<file path="config.mk">
export PLATFORM = sky130hd
export DESIGN_NAME = reset_gen_seq
export DESIGN_NICKNAME = d
export VERILOG_FILES = /design/src/rtl/reset_pkg.sv /design/src/rtl/reset_gen_seq.sv
export SDC_FILE = /design/constraint.sdc
export NUM_CORES = 1
export LEC_CHECK = 0
export BUFFER_PORTS_ARGS = -buffer_cell sky130_fd_sc_hd__clkbuf_2
export CORE_MARGIN = 3
export CORE_UTILIZATION = 50
export CTS_CLUSTER_SIZE = 24
export DETAILED_ROUTE_END_ITERATION = 7
export GPL_TIMING_DRIVEN = 0
export PLACE_DENSITY = 0.72
export SETUP_SLACK_MARGIN = 0.4
export SLEW_MARGIN = 5
export SYNTH_ARGS = -nofsm -noshare
export SYNTH_HDL_FRONTEND = slang
export SYNTH_SLANG_ARGS = --single-unit
export TNS_END_PERCENT = 100
</file>
<file path="constraint.sdc">
create_clock -name clk -period 2.5 [get_ports clk]
set_input_delay 0.25 -clock clk [delete_from_list [all_inputs] [get_ports clk]]
set_output_delay 0.25 -clock clk [all_outputs]
set_load 0.005 [all_outputs]
</file>
<file path="src/rtl/reset_pkg.sv">
// Shared types and constants for the reset generator/sequencer.
// Cause bit positions match the layout of rst_cause_o: {por, ext, wdt, sw}.
package reset_pkg;

  typedef enum logic [1:0] {
    HOLD    = 2'd0,
    RELEASE = 2'd1,
    RUN     = 2'd2
  } rst_seq_state_e;

  localparam int CAUSE_SW    = 0;
  localparam int CAUSE_WDT   = 1;
  localparam int CAUSE_EXT   = 2;
  localparam int CAUSE_POR   = 3;
  localparam int RST_CAUSE_W = 4;

  function automatic int max_int(input int a, input int b);
    return (a > b) ? a : b;
  endfunction

endpackage

</file>
<file path="src/rtl/reset_gen_seq.sv">
// Reset generator/sequencer: merges reset requests, holds all domains in reset, then releases them
// in index order with a fixed stagger. Sticky cause tracking is built only when RST_CAUSE_EN is defined.
module reset_gen_seq
  import reset_pkg::*;
#(
  parameter int NUM_DOMAINS    = 4,
  parameter int HOLD_CYCLES    = 16,
  parameter int STAGGER_CYCLES = 8
) (
  input  logic                   clk,
  input  logic                   rst_n_i,
  input  logic                   sw_rst_req_i,
  input  logic                   wdt_rst_req_i,
  input  logic                   ext_rst_req_i,
  input  logic                   rst_cause_clr_i,
  output logic [NUM_DOMAINS-1:0] rst_n_o,
  output logic                   rst_req_ack_o,
  output logic                   rst_busy_o,
  output logic                   rst_done_o,
  output logic [RST_CAUSE_W-1:0] rst_cause_o
);

  localparam int CNT_W = $clog2(max_int(HOLD_CYCLES, STAGGER_CYCLES) + 1);
  localparam int IDX_W = $clog2(NUM_DOMAINS + 1);
  localparam logic [CNT_W-1:0] HOLD_LAST  = CNT_W'(HOLD_CYCLES - 1);
  localparam logic [CNT_W-1:0] STAG_LAST  = CNT_W'(STAGGER_CYCLES - 1);
  localparam logic [IDX_W-1:0] IDX_DONE   = IDX_W'(NUM_DOMAINS);

  rst_seq_state_e state_q, state_d;
  logic [CNT_W-1:0] cnt_q, cnt_d;
  logic [IDX_W-1:0] idx_q, idx_d;

  logic [NUM_DOMAINS-1:0] rst_n_d;
  logic                   ack_d;
  logic                   busy_d;
  logic                   done_d;

  logic req_any;
  assign req_any = sw_rst_req_i | wdt_rst_req_i | ext_rst_req_i;

  always_ff @(posedge clk or negedge rst_n_i) begin
    if (!rst_n_i) begin
      state_q <= HOLD;
      cnt_q   <= '0;
      idx_q   <= '0;
    end else begin
      state_q <= state_d;
      cnt_q   <= cnt_d;
      idx_q   <= idx_d;
    end
  end

  // idx runs one past the last domain so the final stagger completes before RUN.
  always_comb begin
    state_d = state_q;
    cnt_d   = cnt_q;
    idx_d   = idx_q;
    if (req_any) begin
      state_d = HOLD;
      cnt_d   = '0;
      idx_d   = '0;
    end else begin
      case (state_q)
        HOLD: begin
          if (cnt_q == HOLD_LAST) begin
            state_d = RELEASE;
            cnt_d   = '0;
            idx_d   = '0;
          end else begin
            cnt_d = cnt_q + 1'b1;
          end
        end
        RELEASE: begin
          if (idx_q == IDX_DONE) begin
            state_d = RUN;
            cnt_d   = '0;
          end else if (cnt_q == STAG_LAST) begin
            cnt_d = '0;
            idx_d = idx_q + 1'b1;
          end else begin
            cnt_d = cnt_q + 1'b1;
          end
        end
        RUN:     ;
        default: state_d = HOLD;
      endcase
    end
  end

  always_comb begin
    rst_n_d = rst_n_o;
    busy_d  = rst_busy_o;
    done_d  = rst_done_o;
    ack_d   = req_any;
    if (req_any) begin
      rst_n_d = '0;
      busy_d  = 1'b1;
      done_d  = 1'b0;
    end else begin
      case (state_q)
        HOLD: begin
          rst_n_d = '0;
          busy_d  = 1'b1;
          done_d  = 1'b0;
        end
        RELEASE: begin
          if (idx_q == IDX_DONE) begin
            busy_d = 1'b0;
            done_d = 1'b1;
          end else if (cnt_q == '0) begin
            for (int i = 0; i < NUM_DOMAINS; i++) begin
              if (idx_q == IDX_W'(i)) rst_n_d[i] = 1'b1;
            end
          end
        end
        default: ;
      endcase
    end
  end

  always_ff @(posedge clk or negedge rst_n_i) begin
    if (!rst_n_i) begin
      rst_n_o       <= '0;
      rst_req_ack_o <= 1'b0;
      rst_busy_o    <= 1'b1;
      rst_done_o    <= 1'b0;
    end else begin
      rst_n_o       <= rst_n_d;
      rst_req_ack_o <= ack_d;
      rst_busy_o    <= busy_d;
      rst_done_o    <= done_d;
    end
  end

`ifdef RST_CAUSE_EN
  logic [RST_CAUSE_W-1:0] cause_q;
  logic [RST_CAUSE_W-1:0] cause_set;

  // A request in the same cycle as a clear keeps its own bit.
  always_comb begin
    cause_set            = '0;
    cause_set[CAUSE_SW]  = sw_rst_req_i;
    cause_set[CAUSE_WDT] = wdt_rst_req_i;
    cause_set[CAUSE_EXT] = ext_rst_req_i;
  end

  always_ff @(posedge clk or negedge rst_n_i) begin
    if (!rst_n_i) begin
      cause_q            <= '0;
      cause_q[CAUSE_POR] <= 1'b1;
    end else if (rst_cause_clr_i) begin
      cause_q <= cause_set;
    end else begin
      cause_q <= cause_q | cause_set;
    end
  end

  assign rst_cause_o = cause_q;
`else
  logic unused_cause_clr;
  assign unused_cause_clr = rst_cause_clr_i;
  assign rst_cause_o      = '0;
`endif

endmodule

</file>
==> reports/metrics.cfg <==
[outcome]
status=finished, final reports clean

[route]
wl_per_cell_um=12.1
finalWirelength_um=1750
first_pass_iters=4
vias=762
drt_iter0_drc=7
drc=0
viasPerCell=5.26
ant_nets=0

[synthesis]
syn-cell-area_um2=1010
ys_seq_elements=17
ys_types=34
yosysSeqAreaShare_pct=42.4
synth.yosys.warnings=0
synthCells=101
syn_area_per_cell_um2=9.96

[clock_network]
cts-root-buf=clkbuf_4
htreeDepth=1
clk_pin_slew_ns=0.10
insertion_delay_ns=0.29
cts_setup_buffers=0
cts_num_sinks=17
numCtsBuffers=3
cts_tree=built
cts_buffer_depth=2

[global_route]
overflow=0
grt_max_degree=18
use_met3_pct=4.08
gr-usage-all-layers_pct=16.2
use_met2_pct=27.6
busiest_layer=met2
grt_pass1_vias=760
use_met1_pct=19.3
antenna_found_initial=0
grt_pass1_wl_um=3170

[worst_setup_path]
cp_data_arrival_time_ns=2.12
worstSetupPathType=register to register
crit_path_end_kind=register
critPathLaunchType=register
r2r_slack_ns=0.56
cp-endpoint=idx_q[2]
startpoint=cnt_q[0]
cp_max_fo=5
r2r-end=idx_q[2]
required_ns=2.68
r2r_cells=8
r2r_start=cnt_q[0]

[sta]
slew_violations=0
period_share_pct=77.4
finalHoldViolations=0
rsz0062_at_grt=false
finalClockSkew_ns=0.00464
tns_ns=0
period_needed_ns=1.94
final-setup-viol-count=0
max_freq_mhz=517

[job]
max_cap_violations=0

[floorplanning]
rows=15
dieArea_um2=2590
fp.dieH_um=50.9
initial_core_util_pct=55.3
core_um2=1820
pin_count=17
fp.dieW_um=50.9

[pwr]
ir_drop_mv=0.184
powerDensity_nw_per_um2=395
p_leak_nw=0.543

[placement]
numPortBuffers=11
dpl.hpwl_um=1340
place.gp.congestion=0.826

[finish]
register_area_um2=428
final_cell_mix=dfrtp_1, clkbuf_2, ha_1
drive_gt1_share_pct=24.2
fin_util_pct=62.7
multiInputGateArea_um2=513
final_common_cell=dfrtp_1
syn2layout_area_growth_pct=13.4
nFillCells=152
diodes=0
fin_nets=136

[min_path]
hold_path.class=input pin to register

==> cell families (layout without fill, tap and decap cells) <==
kind of cell    after synthesis  in the layout  share of synthesized area, %
fa+ha+maj                     9              9                          11.2
buf+inv                      16             32                          7.71
simple gates                 33             33                          19.9
other cells                   1              4                         0.373
flops                        17             17                          42.4
compound gates               21             21                          13.9
mux                           4              4                          4.48
==> worst max-delay path: stages, from the launching register on <==
cell,delay (ns)
dfrtp_2,0.42
ha_1,0.23
nand3_1,0.12
inv_1,0.08
ha_1,0.18
nor2b_1,0.18
a31oi_1,0.07
o21ai_2,0.24
mux2_4,0.32
==> report_power, final <==
part	switching (mW)	internal (mW)
Sequential	0.00136	0.276
Combinational	0.0153	0.0121
Clock	0.0837	0.0620
==> cell type report <==
cell class                 instances  share of cell area (%)
multi-input combinational         71                    45.0
sequential                        17                    37.5
timing repair buffer              12                    5.70
buffer                             7                    3.84
inverter                           9                    2.96
tap                               25                    2.74
clock buffer                       4                    2.30
==> layer usage <==
layer | vias up | routed length [um]
met3 | 8 | 88
met5 | - | 0
met4 | 0 | 36
met1 | 351 | 769
met2 | 23 | 852
li1 | 380 | -
==> per-stage QoR <==
stage	instance area, um^2	total power, mW	std cells	worst slack (ns)	hold WS [ns]
finish	1140	0.451	145	0.564	0.282
global route	1140	0.477	145	0.408	0.277
CTS	1140	0.460	145	0.525	0.281
detailed placement	1100	0.310	140	0.550	0.207
global placement	1100	0.309	140	0.628	0.202
floorplan	1020	0.297	104	0.739	-0.0456
==> how the worst min path moves through the flow <==
stage	start	to	slack [ns]	depth (start not counted)
global route	sw_rst_req_i	idx_q[1]	0.28	4
finish	sw_rst_req_i	idx_q[1]	0.28	4
CTS	sw_rst_req_i	idx_q[1]	0.28	4
global placement	rst_n_i	rst_req_ack_o	0.20	1
floorplan	rst_n_i	cnt_q[0]	-0.05	0
detailed placement	rst_n_i	rst_done_o	0.21	1
==> cells in the mapped netlist (all sizes together) <==
| library cell | instances | area (um^2) |
|---|---|---|
| a2111oi | 1 | 8.76 |
| a211oi | 1 | 7.51 |
| a21oi | 6 | 30.0 |
| a22o | 3 | 26.3 |
| a31oi | 1 | 6.26 |
| and2 | 2 | 12.5 |
| and4bb | 1 | 12.5 |
| buf | 6 | 40.0 |
| clkbuf | 1 | 3.75 |
| conb | 1 | 3.75 |
| dfrtp | 16 | 400 |
| dfstp | 1 | 26.3 |
| ha | 9 | 113 |
| inv | 9 | 33.8 |
| mux2 | 1 | 15.0 |
| mux2i | 3 | 30.0 |
| nand2 | 7 | 26.3 |
| nand3 | 4 | 20.0 |
| nor2 | 8 | 30.0 |
| nor2b | 4 | 25.0 |
| nor3 | 3 | 31.3 |
| nor3b | 1 | 7.51 |
| nor4 | 1 | 6.26 |
| nor4b | 1 | 15.0 |
| o21a | 2 | 15.0 |
| o21ai | 5 | 28.8 |
| o22ai | 1 | 6.26 |
| o41a | 1 | 11.3 |
| or4b | 1 | 13.8 |
==> state kept, by name, summed over array words and instances, names as in the netlist <==
register,count
rst_req_ack_o,1
rst_n_o,4
cnt_q,5
rst_done_o,1
rst_busy_o,1
state_q,2
idx_q,3
==> what timing repair did <==
action,in CTS,in global routing
hold buffers,1,0
endpoints found under the setup margin,0,1
endpoints found under the hold margin,16,0
gates resized for setup,0,1
Power figures use the tool's default switching activity.
